## src/rtl/if_fetch_pkg.sv

```systemverilog
// Shared types and constants for the instruction-fetch stage.
package if_fetch_pkg;

    localparam int unsigned InstAddrBus = 32;
    localparam int unsigned InstBus     = 32;

    localparam logic [InstAddrBus-1:0] ZeroWord  = 32'h0000_0000;
    localparam logic [InstBus-1:0]     NopInst   = 32'h0000_0000;
    localparam logic                   RstEnable = 1'b1;

    typedef enum logic [1:0] {
        IF_IDLE  = 2'd0,
        IF_REQ   = 2'd1,
        IF_HOLD  = 2'd2,
        IF_DRAIN = 2'd3
    } if_state_e;

    typedef struct packed {
        logic [InstAddrBus-1:0] pc;
        logic [InstBus-1:0]     inst;
    } fetch_pair_t;

    function automatic logic [InstAddrBus-1:0] align_word(input logic [InstAddrBus-1:0] addr);
        return {addr[InstAddrBus-1:2], 2'b00};
    endfunction

endpackage

```

## src/rtl/if_fetch_skid_buf.sv

```systemverilog
// One-entry {pc, inst} holding register; clear wins over load.
module if_skid_buf
    import if_fetch_pkg::*;
(
    input  logic        clk,
    input  logic        rst,
    input  logic        load_i,
    input  logic        unload_i,
    input  logic        clear_i,
    input  fetch_pair_t data_i,
    output fetch_pair_t data_o,
    output logic        valid_o
);

    fetch_pair_t data_q;
    logic        valid_q;

    always_ff @(posedge clk) begin
        if (rst == RstEnable) begin
            data_q  <= '0;
            valid_q <= 1'b0;
        end else if (clear_i || unload_i) begin
            valid_q <= 1'b0;
        end else if (load_i) begin
            data_q  <= data_i;
            valid_q <= 1'b1;
        end
    end

    assign data_o  = data_q;
    assign valid_o = valid_q;

endmodule

```

## src/rtl/if_fetch.sv

```systemverilog
// Instruction fetch stage: PC, ibus handshake and IF/ID register with stall,
// redirect and discard of stale in-flight fetches.
module if_fetch
    import if_fetch_pkg::*;
#(
    parameter logic [31:0] RESET_PC = 32'h0000_0000
) (
    input  logic                   clk,
    input  logic                   rst,
    input  logic                   stall_i,
    input  logic                   redirect_i,
    input  logic [InstAddrBus-1:0] redirect_pc_i,
    output logic                   ibus_req_o,
    output logic [InstAddrBus-1:0] ibus_addr_o,
    input  logic                   ibus_ack_i,
    input  logic [InstBus-1:0]     ibus_rdata_i,
    output logic [InstAddrBus-1:0] id_pc_o,
    output logic [InstBus-1:0]     id_inst_o,
    output logic                   id_valid_o
);

    if_state_e              state_q, state_d;
    logic [InstAddrBus-1:0] pc_q, pc_d;
    logic                   req_q, req_d;
    logic [InstAddrBus-1:0] addr_q, addr_d;
    logic [InstAddrBus-1:0] id_pc_q, id_pc_d;
    logic [InstBus-1:0]     id_inst_q, id_inst_d;
    logic                   id_valid_q, id_valid_d;

    logic                   ack_c;
    logic                   skid_load, skid_unload, skid_clear, skid_valid;
    fetch_pair_t            skid_in, skid_out;
    logic [InstAddrBus-1:0] pc_inc, redirect_target;

    // An ack only counts while a request is actually outstanding.
    assign ack_c           = ibus_ack_i && req_q;
    assign pc_inc          = InstAddrBus'(pc_q + 32'd4);
    assign redirect_target = align_word(redirect_pc_i);
    assign skid_in         = '{pc: addr_q, inst: ibus_rdata_i};

    if_skid_buf u_skid (
        .clk      (clk),
        .rst      (rst),
        .load_i   (skid_load),
        .unload_i (skid_unload),
        .clear_i  (skid_clear),
        .data_i   (skid_in),
        .data_o   (skid_out),
        .valid_o  (skid_valid)
    );

    always_ff @(posedge clk) begin
        if (rst == RstEnable) begin
            state_q    <= IF_IDLE;
            pc_q       <= align_word(RESET_PC);
            req_q      <= 1'b0;
            addr_q     <= ZeroWord;
            id_pc_q    <= ZeroWord;
            id_inst_q  <= NopInst;
            id_valid_q <= 1'b0;
        end else begin
            state_q    <= state_d;
            pc_q       <= pc_d;
            req_q      <= req_d;
            addr_q     <= addr_d;
            id_pc_q    <= id_pc_d;
            id_inst_q  <= id_inst_d;
            id_valid_q <= id_valid_d;
        end
    end

    always_comb begin
        state_d     = state_q;
        pc_d        = pc_q;
        req_d       = req_q;
        addr_d      = addr_q;
        id_pc_d     = id_pc_q;
        id_inst_d   = id_inst_q;
        id_valid_d  = id_valid_q;
        skid_load   = 1'b0;
        skid_unload = 1'b0;
        skid_clear  = 1'b0;

        // Decode side takes a bubble unless something is delivered below.
        if (!stall_i) begin
            id_valid_d = 1'b0;
            id_inst_d  = NopInst;
        end

        case (state_q)
            IF_IDLE: begin
                state_d = IF_REQ;
                req_d   = 1'b1;
                addr_d  = pc_q;
            end
            IF_REQ: begin
                if (ack_c) begin
                    pc_d = pc_inc;
                    if (!stall_i) begin
                        id_pc_d    = addr_q;
                        id_inst_d  = ibus_rdata_i;
                        id_valid_d = 1'b1;
                        addr_d     = pc_inc;
                    end else begin
                        skid_load = 1'b1;
                        req_d     = 1'b0;
                        state_d   = IF_HOLD;
                    end
                end
            end
            IF_HOLD: begin
                if (!stall_i && skid_valid) begin
                    id_pc_d     = skid_out.pc;
                    id_inst_d   = skid_out.inst;
                    id_valid_d  = 1'b1;
                    skid_unload = 1'b1;
                    state_d     = IF_REQ;
                    req_d       = 1'b1;
                    addr_d      = pc_q;
                end
            end
            IF_DRAIN: begin
                if (ack_c) begin
                    state_d = IF_REQ;
                    addr_d  = pc_q;
                end
            end
        endcase

        // Redirect flushes decode and the skid; a pending request must drain first.
        if (redirect_i) begin
            pc_d        = redirect_target;
            id_pc_d     = id_pc_q;
            id_inst_d   = NopInst;
            id_valid_d  = 1'b0;
            skid_load   = 1'b0;
            skid_unload = 1'b0;
            skid_clear  = 1'b1;
            req_d       = 1'b1;
            if ((state_q == IF_REQ || state_q == IF_DRAIN) && !ack_c) begin
                state_d = IF_DRAIN;
                addr_d  = addr_q;
            end else begin
                state_d = IF_REQ;
                addr_d  = redirect_target;
            end
        end
    end

    assign ibus_req_o  = req_q;
    assign ibus_addr_o = addr_q;
    assign id_pc_o     = id_pc_q;
    assign id_inst_o   = id_inst_q;
    assign id_valid_o  = id_valid_q;

endmodule

```

## config.mk

```make
export PLATFORM = sky130hd
export DESIGN_NAME = if_fetch
export DESIGN_NICKNAME = d
export VERILOG_FILES = /design/src/rtl/if_fetch_pkg.sv /design/src/rtl/if_fetch_skid_buf.sv /design/src/rtl/if_fetch.sv
export SDC_FILE = /design/constraint.sdc
export NUM_CORES = 1
export LEC_CHECK = 0
export CORE_MARGIN = 10
export CORE_UTILIZATION = 30
export DETAILED_ROUTE_END_ITERATION = 12
export GPL_TIMING_DRIVEN = 0
export PLACE_DENSITY = 0.61
export SLEW_MARGIN = 40
export SYNTH_ARGS = -nofsm -noshare
export SYNTH_HDL_FRONTEND = slang
export SYNTH_SLANG_ARGS = --single-unit
```

## constraint.sdc

```tcl
create_clock -name clk -period 2.4 [get_ports clk]
set_input_delay 0.72 -clock clk [delete_from_list [all_inputs] [get_ports clk]]
set_output_delay 0.72 -clock clk [all_outputs]
set_load 0.02 [all_outputs]
```

==> run summary, run 1 <==
OUTCOME
--------------------------------------------------------------------------------------
Status .................................................................. complete, no violations

STA
--------------------------------------------------------------------------------------
Final Skew ..............................................................    0.0133 ns
Max Fclk ................................................................    0.429 GHz
Final total negative setup slack ........................................         0 ns
Number of setup violations in the final report ..........................            0
Headroom to the max-slew limit ..........................................        46.9%
Count of final max-slew check failures ..................................            0
Final setup margin ......................................................    0.0691 ns
Worst Tran Pin Value ....................................................     0.796 ns
Post-route clock period utilization .....................................        97.1%
RSZ-0062 raised after global routing ....................................          yes
Minimum period implied by the final worst setup slack ...................      2.33 ns
Final number of hold-violating endpoints ................................            0

LOGIC SYNTHESIS
--------------------------------------------------------------------------------------
Cell count after synthesis ..............................................         1067
FFs w/ async S/R, synth .................................................           0%
EDFF count, synth .......................................................            0
Number of library cell types mapped by synthesis ........................           59
Count of yosys warnings during synthesis ................................            0
Area of the mapped netlist ..............................................     8810 um2
Post-Synthesis Mean Instance Area .......................................     8.25 um2
Sequential element share of the synthesized area ........................        43.0%
Leading register cell type out of synthesis .............................      dfxtp_1
Seq cells post-synth ....................................................          189

CRITICAL PATH
--------------------------------------------------------------------------------------
Largest driver fanout on the critical path ..............................            4
Required arrival time at the worst endpoint .............................      1.68 ns
Critical register-to-register path endpoint ............................. ibus_addr_o[9]$_SDFFE_PP0P_
Critical Path, Cell by Cell ............................................. clkdlybuf4s50_1
Peak per-stage delay on the critical path ...............................      0.68 ns
Capture point of the critical path ...................................... ibus_addr_o[17]
R2r startpoint .......................................................... state_q[1]$_SDFFE_PP0P_
Stages on the worst setup path ..........................................            1
Startpoint types ........................................................    flip-flop
Library cell contributing the largest single delay on the critical path . clkdlybuf4s50_1
Worst setup path startpoint ............................................. ibus_addr_o[17]$_SDFFE_PP0P_
Critical Path AT ........................................................      1.61 ns
Cell family with most CP delay .......................................... buffers and inverters
Register-to-Register Path Depth .........................................           10
Critical Setup Path Class ............................................... flip-flop to primary output
Endpoint kind of the worst setup timing path ............................ primary output
Number of buffers and inverters on the critical path ....................            1
Reg2Reg Setup Slack .....................................................      0.15 ns

CLOCK NETWORK
--------------------------------------------------------------------------------------
Clock buffer count from CTS .............................................           17
Latest clock arrival within the worst-skew pair .........................      0.44 ns
Clock slew seen by the registers of the worst setup and hold paths ......      0.07 ns
Buffer cell driving the clock tree root .................................    clkbuf_16
Clk buf depth ...........................................................            2
Maximum level of the CTS H-tree .........................................            4
Clock tree from TritonCTS ...............................................         done
Clock sink count ........................................................          189

LAYOUT
--------------------------------------------------------------------------------------
Most frequent standard cell in the layout excluding fill and tap cells ..      dfxtp_1
Antenna diodes ..........................................................            0
Fill count ..............................................................         2962
Net count reported at finish ............................................         1325
Growth of design area from synthesis to finish ..........................        32.4%
Utilization of the core after routing ...................................        40.4%
Commonest cells after routing, fill and taps aside ...................... 189 x dfxtp_1, 169 x nand2_1, 158 x clkdlybuf4s50_1
Final Non-Filler Cells ..................................................         1648
Share of post-route cells with drive strength above 1 ...................        9.41%

FLOORPLANNING
--------------------------------------------------------------------------------------
Die Ht ..................................................................       191 um
Horizontal extent of the die ............................................       191 um
Area of the die .........................................................    36600 um2
Standard-cell rows ......................................................           62
Starting utilization of the core area ...................................        30.5%
Top-level port count ....................................................          167
Area of the core ........................................................    28900 um2

POWER
--------------------------------------------------------------------------------------
Share of power burned in registers ......................................        43.0%
Lkg Pwr .................................................................   0.00392 uW
Cell-internal power .....................................................      5580 uW
Clock power frac ........................................................        35.4%
Combinational fraction of design power ..................................        21.5%
Switching power share of the total ......................................        32.4%
Psw .....................................................................      2670 uW
Worst VDD drop ..........................................................   0.000534 V
Final total power .......................................................      8260 uW
Power density of the placed cells .......................................   708 nW/um2

GRT
--------------------------------------------------------------------------------------
Largest net degree at the start of global routing .......................           20
Number of antenna violations at the first check in global routing .......            0
Remaining global-route overflow .........................................            0
Number of global-route vias before repair ...............................         8072
Global-route wire length before repair ..................................     47400 um
Tot GR Track Use ........................................................        16.6%

FLOW RUN
--------------------------------------------------------------------------------------
Reported max-cap violation count ........................................            0

PLACEMENT
--------------------------------------------------------------------------------------
HPWL reported at the end of detailed placement ..........................     24100 um
I/O Buffers .............................................................          159
Post-Place Worst Slack ..................................................     -1.04 ns
Routability congestion estimate from global placement ...................        0.915
Number of placed instances with taps included ...........................         1613

DRT
--------------------------------------------------------------------------------------
Pre-antenna DRT Iters ...................................................            5
Total length of routed wires ............................................     31500 um
Detailed-route DRC error count ..........................................            0
Count of antenna-violating nets left after detailed routing .............            0
Detailed-route wire length per cell .....................................      19.1 um
Number of DRC markers in iteration 0 ....................................          613
Vias per cell ...........................................................         5.07
Vias after detailed routing .............................................         8350

WORST HOLD PATH
--------------------------------------------------------------------------------------
Type of the tightest min-delay check .................................... flip-flop to flip-flop

[cells in the mapped netlist (all sizes together), types with 22 or more instances]
| library cell | count | area (um2) |
|---|---|---|
| dfxtp | 189 | 3780 |
| nand2 | 170 | 638 |
| nor2 | 119 | 447 |
| a21oi | 98 | 490 |
| clkbuf | 77 | 290 |
| a211oi | 52 | 390 |
| a22o | 32 | 280 |
| a22oi | 32 | 240 |
| mux2i | 32 | 320 |
| xnor2 | 28 | 245 |
| nand3 | 27 | 135 |
| o21ai | 22 | 110 |
[state kept, by name, indices dropped and copies added, names as in the netlist]
signal	flops
ibus_addr_o	30
ibus_req_o	1
id_inst_o	32
id_pc_o	30
id_valid_o	1
pc_q	30
state_q	2
u_skid.data_o	62
u_skid.valid_o	1
[logic make-up (layout without fill, tap and decap cells)]
kind of cell    after synthesis  after routing  share of synthesized area [%]
other cells                   1              4                         0.0426
compound gates              281            281                           21.4
xor+xnor                     48             48                           4.77
flops                       189            189                           43.0
buf+inv                     108            302                           5.16
mux                          32             32                           3.64
fa+ha+maj                     5              5                          0.710
simple gates                403            403                           21.4
[worst min-delay path by stage]
stage,startpoint,endpoint,slack [ns],cells after the start
detailed placement,u_skid.data_o[53]$_SDFFE_PP0P_,u_skid.data_o[53]$_SDFFE_PP0P_,0.45,2
CTS,u_skid.data_o[53]$_SDFFE_PP0P_,u_skid.data_o[53]$_SDFFE_PP0P_,0.46,2
global placement,u_skid.data_o[49]$_SDFFE_PP0P_,u_skid.data_o[49]$_SDFFE_PP0P_,0.44,2
floorplan,u_skid.data_o[34]$_SDFFE_PP0P_,u_skid.data_o[34]$_SDFFE_PP0P_,0.44,2
finish,u_skid.data_o[59]$_SDFFE_PP0P_,u_skid.data_o[59]$_SDFFE_PP0P_,0.45,2
global route,u_skid.data_o[5]$_SDFFE_PP0P_,u_skid.data_o[5]$_SDFFE_PP0P_,0.47,2
[per-layer routing]
| layer | wire (um) | track usage, % | vias up | share of wire, % |
|---|---|---|---|---|
| li1 | - | - | 4122 | - |
| met1 | 13600 | 20.6 | 3962 | 43 |
| met2 | 15200 | 27.8 | 229 | 48 |
| met3 | 2100 | 3.77 | 37 | 6.7 |
| met4 | 583 | 5.32 | 0 | 1.9 |
| met5 | 0 | 0 | - | 0 |
[power by group through the flow]
| stage | clock (uW) | combinational (uW) | sequential (uW) |
|---|---|---|---|
| after floorplan | 0 | 790 | 3720 |
| after global placement | 0 | 1710 | 3620 |
| after detailed placement | 0 | 1720 | 3620 |
| after CTS | 2970 | 1760 | 3550 |
| after global routing | 3110 | 1910 | 3580 |
| final | 2930 | 1780 | 3550 |
[cell type report]
class | instances | area (um2) | area share [%]
buffer | 95 | 454 | 3.90
clock buffer | 18 | 439 | 3.77
inverter | 10 | 37.5 | 0.322
tap | 384 | 480 | 4.12
multi-input combinational | 773 | 4660 | 40.0
timing repair buffer | 165 | 1630 | 14.0
clock inverter | 14 | 170 | 1.46
sequential | 189 | 3780 | 32.5
[metrics by stage]
step                instance area (um2)  hold WS [ns]
global placement                  10900         0.441
floorplan                          8820         0.436
finish                            11700         0.455
global route                      11700         0.472
detailed placement                10900         0.446
CTS                               11600         0.457
[timing repair]
item,4_1_cts,5_1_grt
hold buffers,0,0
endpoints found under the setup margin,182,167
resized for setup,29,45
setup buffers,5,1
pin swaps,2,1
(Power assumes the default switching activity.)
==> run 2, diff against run 1 <==
==> constraint.sdc (replaced) <==
create_clock -name clk -period 2.95 [get_ports clk]
set_input_delay 0.885 -clock clk [delete_from_list [all_inputs] [get_ports clk]]
set_output_delay 0.885 -clock clk [all_outputs]
set_load 0.01 [all_outputs]
==> run summary, run 2 (synthesis gave the netlist of run 1 again) <==
OUTCOME
--------------------------------------------------------------------------------------
Status .................................................................. complete, no violations

STA
--------------------------------------------------------------------------------------
Final Skew ..............................................................    0.0128 ns
RSZ-0062 raised after global routing ....................................           no
Count of final max-slew check failures ..................................            0
Headroom to the max-slew limit ..........................................        46.0%
Final setup margin ......................................................    0.0968 ns
Minimum period implied by the final worst setup slack ...................      2.85 ns
Final number of hold-violating endpoints ................................            0
Worst Tran Pin Value ....................................................     0.811 ns
Number of setup violations in the final report ..........................            0
Post-route clock period utilization .....................................        96.7%
Max Fclk ................................................................    0.350 GHz

LAYOUT
--------------------------------------------------------------------------------------
Share of post-route cells with drive strength above 1 ...................        5.87%
Most frequent standard cell in the layout excluding fill and tap cells ..      dfxtp_1
Utilization of the core after routing ...................................        39.9%
Number of flip-flops under the largest register name ....................           62
Antenna diodes ..........................................................            0
Summed area of non-filler cells in the final layout .....................    11500 um2
Commonest cells after routing, fill and taps aside ...................... 189 x dfxtp_1, 170 x nand2_1, 158 x clkdlybuf4s50_1
Fill count ..............................................................         2970
Net count reported at finish ............................................         1322
Growth of design area from synthesis to finish ..........................        30.9%

GRT
--------------------------------------------------------------------------------------
Number of global-route vias before repair ...............................         8020
Remaining global-route overflow .........................................            0
Tot GR Track Use ........................................................        16.5%
Largest net degree at the start of global routing .......................           20
Number of antenna violations at the first check in global routing .......            0
Global-route wire length before repair ..................................     47300 um

PLACEMENT
--------------------------------------------------------------------------------------
Post-Place Worst Slack ..................................................    -0.654 ns
HPWL reported at the end of detailed placement ..........................     24100 um
Post-DP Area ............................................................    10900 um2
I/O Buffers .............................................................          159
Routability congestion estimate from global placement ...................        0.915

CRITICAL PATH
--------------------------------------------------------------------------------------
Largest driver fanout on the critical path ..............................           10
Startpoint types ........................................................    flip-flop
Library cell contributing the largest single delay on the critical path .     clkbuf_1
Crit-path most repeated cell ............................................     clkbuf_1
Peak per-stage delay on the critical path ...............................      0.50 ns
Critical Path, Cell by Cell ............................................. inv_1 > ha_1 > clkbuf_1 > nand3b_1 > o211ai_1 > clkbuf_1 > nor2_1 > o21ai_0 > a21oi_1
Reg2Reg Setup Slack .....................................................       0.1 ns
Endpoint kind of the worst setup timing path ............................    flip-flop
Required arrival time at the worst endpoint .............................      3.25 ns
Critical Path AT ........................................................      3.15 ns
Critical Setup Path Class ............................................... flip-flop to flip-flop

FLOORPLANNING
--------------------------------------------------------------------------------------
Horizontal extent of the die ............................................       191 um
Top-level port count ....................................................          167
Starting utilization of the core area ...................................        30.5%
Area of the core ........................................................    28900 um2
Die Ht ..................................................................       191 um
Standard-cell rows ......................................................           62
Area of the die .........................................................    36600 um2

DRT
--------------------------------------------------------------------------------------
Number of DRC markers in iteration 0 ....................................          646
Count of antenna-violating nets left after detailed routing .............            0
Detailed-route wire length per cell .....................................      19.0 um
Vias per cell ...........................................................         5.09
Total length of routed wires ............................................     31200 um
Detailed-route DRC error count ..........................................            0
Pre-antenna DRT Iters ...................................................            5
Vias after detailed routing .............................................         8374

FLOW RUN
--------------------------------------------------------------------------------------
Reported max-cap violation count ........................................            0

POWER
--------------------------------------------------------------------------------------
Power density of the placed cells .......................................   571 nW/um2
Worst VDD drop ..........................................................   0.000429 V
Final total power .......................................................      6580 uW
Lkg Pwr .................................................................   0.00380 uW

CLOCK NETWORK
--------------------------------------------------------------------------------------
Clock buffer count from CTS .............................................           17
Clock slew seen by the registers of the worst setup and hold paths ......      0.07 ns
Latest clock arrival within the worst-skew pair .........................      0.44 ns
Clk buf depth ...........................................................            2
Clock sink count ........................................................          189
Number of hold-repair buffers added at the cts stage ....................            0
Clock tree from TritonCTS ...............................................         done
Buffer cell driving the clock tree root .................................    clkbuf_16
Maximum level of the CTS H-tree .........................................            4

WORST HOLD PATH
--------------------------------------------------------------------------------------
Type of the tightest min-delay check .................................... flip-flop to flip-flop

run 2: cell count changes in the layout (fill, tap and decap cells not counted), moves of 2 or more:
cell | previous run | this run
clkbuf_1 | 40 | 73
clkbuf_2 | 31 | 4
buf_4 | 12 | 4
ha_1 | 3 | 5
ha_2 | 2 | 0
run 2: stage by stage:
stage / std cells / TNS [ns] / hold WS (ns)
5_1_grt: 1645 / 0 / 0.472
3_5_place_dp: 1613 / -69.53 / 0.446
4_1_cts: 1645 / 0 / 0.457
6_report: 1645 / 0 / 0.455
3_3_place_gp: 1613 / -68.79 / 0.441
2_1_floorplan: 1070 / 0 / 0.436
run 2: worst max-delay path, delay by kind of cell (launching register included):
family | cells | cell delay [ns]
simple gates | 2 | 0.31
fa+ha+maj | 1 | 0.31
buf+inv | 3 | 1.08
compound gates | 3 | 0.68
flops | 1 | 0.35
run 2: worst paths after layout:
check,startpoint,endpoint,depth (start not counted)
worst min register to register,u_skid.data_o[59]$_SDFFE_PP0P_,u_skid.data_o[59]$_SDFFE_PP0P_,2
worst max-delay path,state_q[1]$_SDFFE_PP0P_,ibus_addr_o[15]$_SDFFE_PP0P_,9
worst max register to register,state_q[1]$_SDFFE_PP0P_,ibus_addr_o[15]$_SDFFE_PP0P_,9
worst min-delay path,u_skid.data_o[59]$_SDFFE_PP0P_,u_skid.data_o[59]$_SDFFE_PP0P_,2
run 2: layout make-up:
cell class              instances  area, um2  share of cell area (%)
multi-input cells             773       4600                    39.9
flip-flops and latches        189       3780                    32.8
repair buffers                159       1590                    13.8
well taps                     384        480                    4.17
clock buffers                  18        439                    3.81
plain buffers                  98        420                    3.65
clock inverters                14        170                    1.48
inverters                      10       37.5                   0.326
run 2: per-layer routing:
metal | up-vias | track usage (%) | routed length (um)
met5 | - | 0 | 0
met2 | 268 | 27.6 | 15000
met4 | 0 | 5.17 | 599
li1 | 4117 | - | -
met3 | 40 | 3.75 | 2230
met1 | 3949 | 20.7 | 13400
run 2: timing repair:
item | in CTS | in global routing
gates resized for setup | 3 | 7
cloned | 0 | 0
buffers inserted | 0 | 0
setup endpoints to repair | 96 | 135
run 2: where the power goes:
group	internal, uW	leakage, uW	switching [uW]
logic	560	0.00197	753
clock network	1240	0.000290	1140
registers	2710	0.00154	175
==> run 3, diff against run 2 <==
--- a/config.mk
+++ b/config.mk
@@ -10,6 +10,7 @@
 export DETAILED_ROUTE_END_ITERATION = 12
 export GPL_TIMING_DRIVEN = 0
 export PLACE_DENSITY = 0.61
+export SETUP_SLACK_MARGIN = 0.02
 export SLEW_MARGIN = 40
 export SYNTH_ARGS = -nofsm -noshare
 export SYNTH_HDL_FRONTEND = slang
==> constraint.sdc (replaced) <==
create_clock -name clk -period 2.95 [get_ports clk]
set_input_delay 0.4425 -clock clk [delete_from_list [all_inputs] [get_ports clk]]
set_output_delay 0.4425 -clock clk [all_outputs]
set_load 0.01 [all_outputs]
==> run summary, run 3 (synthesis gave the netlist of run 1 again) <==
PLACEMENT
--------------------------------------------------------------------------------------
Post-DP Area ............................................................    10900 um2
Routability congestion estimate from global placement ...................        0.915
I/O Buffers .............................................................          159
HPWL reported at the end of detailed placement ..........................     24100 um
Post-Place Worst Slack ..................................................    -0.227 ns
Number of placed instances with taps included ...........................         1613

DRT
--------------------------------------------------------------------------------------
Pre-antenna DRT Iters ...................................................            6
Count of antenna-violating nets left after detailed routing .............            0
Vias after detailed routing .............................................         8400
Total length of routed wires ............................................     31300 um
Detailed-route wire length per cell .....................................      19.0 um
Number of DRC markers in iteration 0 ....................................          627
Vias per cell ...........................................................         5.11
Detailed-route DRC error count ..........................................            0

CRITICAL PATH
--------------------------------------------------------------------------------------
Library cell contributing the largest single delay on the critical path .     o211ai_1
Endpoint kind of the worst setup timing path ............................    flip-flop
Worst setup path startpoint ............................................. state_q[0]$_SDFFE_PP0P_
Largest driver fanout on the critical path ..............................           10
R2r startpoint .......................................................... state_q[0]$_SDFFE_PP0P_
Critical Path AT ........................................................      3.04 ns
Required arrival time at the worst endpoint .............................      3.25 ns
Critical Path, Cell by Cell ............................................. inv_1 > ha_1 > clkbuf_1 > nand2b_1 > o211ai_1 > clkbuf_1 > nor2_1 > o21ai_0 > a21oi_1
Crit-path most repeated cell ............................................     clkbuf_1
Number of buffers and inverters on the critical path ....................            3
Critical Setup Path Class ............................................... flip-flop to flip-flop
Peak per-stage delay on the critical path ...............................      0.57 ns
Startpoint types ........................................................    flip-flop
Cell family with most CP delay .......................................... buffers and inverters

STA
--------------------------------------------------------------------------------------
Final Skew ..............................................................    0.0143 ns
Number of setup violations in the final report ..........................            0
Final number of hold-violating endpoints ................................            0
Post-route clock period utilization .....................................        92.8%
RSZ-0062 raised after global routing ....................................           no
Max Fclk ................................................................    0.365 GHz
Minimum period implied by the final worst setup slack ...................      2.74 ns
Headroom to the max-slew limit ..........................................        46.2%
Count of final max-slew check failures ..................................            0
Hold slack ..............................................................     0.455 ns
Final setup margin ......................................................     0.211 ns
Worst Tran Pin Value ....................................................     0.807 ns

LAYOUT
--------------------------------------------------------------------------------------
Summed area of non-filler cells in the final layout .....................    11500 um2
Number of flip-flops under the largest register name ....................           62
Most frequent standard cell in the layout excluding fill and tap cells ..      dfxtp_1
Commonest cells after routing, fill and taps aside ...................... 189 x dfxtp_1, 170 x nand2_1, 159 x clkdlybuf4s50_1
Antenna diodes ..........................................................            0
Growth of design area from synthesis to finish ..........................        30.8%
Fill count ..............................................................         2973
Final Non-Filler Cells ..................................................         1645
Share of post-route cells with drive strength above 1 ...................        5.95%
Net count reported at finish ............................................         1322

WORST HOLD PATH
--------------------------------------------------------------------------------------
Type of the tightest min-delay check .................................... flip-flop to flip-flop
Startpoint of the most critical hold path ............................... u_skid.data_o[59]$_SDFFE_PP0P_

CLOCK NETWORK
--------------------------------------------------------------------------------------
Buffer cell driving the clock tree root .................................    clkbuf_16
Latest clock arrival within the worst-skew pair .........................      0.44 ns
Clock buffer count from CTS .............................................           17
Clock tree from TritonCTS ...............................................         done
Clk buf depth ...........................................................            2
Maximum level of the CTS H-tree .........................................            4
Clock sink count ........................................................          189
Clock slew seen by the registers of the worst setup and hold paths ......      0.08 ns

POWER
--------------------------------------------------------------------------------------
Worst VDD drop ..........................................................   0.000430 V
Final total power .......................................................      6580 uW
Lkg Pwr .................................................................   0.00380 uW
Power density of the placed cells .......................................   571 nW/um2

GRT
--------------------------------------------------------------------------------------
Tot GR Track Use ........................................................        16.5%
Number of global-route vias before repair ...............................         8020
Largest net degree at the start of global routing .......................           20
Remaining global-route overflow .........................................            0
Global-route wire length before repair ..................................     47300 um
Number of antenna violations at the first check in global routing .......            0

FLOORPLANNING
--------------------------------------------------------------------------------------
Starting utilization of the core area ...................................        30.5%
Top-level port count ....................................................          167
Area of the die .........................................................    36600 um2
Standard-cell rows ......................................................           62
Die Ht ..................................................................       191 um
Area of the core ........................................................    28900 um2
Horizontal extent of the die ............................................       191 um

FLOW RUN
--------------------------------------------------------------------------------------
Reported max-cap violation count ........................................            0

OUTCOME
--------------------------------------------------------------------------------------
Status .................................................................. complete, no violations

[run 3: cell types whose count changed in the layout (fill, tap and decap cells not counted), sizes merged]
cell           before  now
clkdlybuf4s50     158  159
dlymetal6s2s        1    0
[run 3: cell type report]
type / count / area [um2] / share of cell area, %
Clock inverter: 14 / 170 / 1.48
Timing Repair Buffer: 159 / 1590 / 13.8
Tap cell: 384 / 480 / 4.17
Multi-Input combinational cell: 773 / 4600 / 39.9
Clock buffer: 18 / 439 / 3.81
Buffer: 98 / 422 / 3.66
Sequential cell: 189 / 3780 / 32.8
Inverter: 10 / 37.5 / 0.326
[run 3: worst min-delay path, stage by stage (launching register included)]
cell and delay (ns):
dfxtp_1 0.31, nand2_1 0.05, a21oi_1 0.05
[run 3: metal layers]
metal	global-route usage, %	share of wire, %	vias to the layer above
met2	27.6	48	271
met3	3.75	7.0	35
met4	5.17	1.9	0
met5	0	0	-
met1	20.7	43	3974
li1	-	-	4120
[run 3: per-stage QoR]
| step | setup TNS (ns) | util, % |
|---|---|---|
| floorplan | 0 | - |
| global placement | -8.62 | 37.7 |
| detailed placement | -10.90 | 37.7 |
| CTS | 0 | 39.9 |
| global route | 0 | 39.9 |
| finish | 0 | 39.9 |
[run 3: path summary, 6_finish.rpt]
kind | endpoint | slack (ns) | cells past startpoint
hold / removal | u_skid.data_o[59]$_SDFFE_PP0P_ | 0.45 | 2
setup reg to reg | ibus_addr_o[15]$_SDFFE_PP0P_ | 0.21 | 9
setup / recovery | ibus_addr_o[15]$_SDFFE_PP0P_ | 0.21 | 9
hold reg to reg | u_skid.data_o[59]$_SDFFE_PP0P_ | 0.45 | 2
[run 3: power by group]
| group | switching, uW | leakage, uW | internal [uW] |
|---|---|---|---|
| Combinational | 753 | 0.00197 | 560 |
| Sequential | 175 | 0.00154 | 2710 |
| Clock | 1140 | 0.000290 | 1240 |
| Total | 2070 | 0.00380 | 4510 |
[run 3: timing repair]
item                                    4_1_cts  5_1_grt
buffers inserted                              0        0
hold buffers                                  0        0
gates cloned                                  0        0
resized for setup                             2        8
endpoints found under the setup margin       60       64
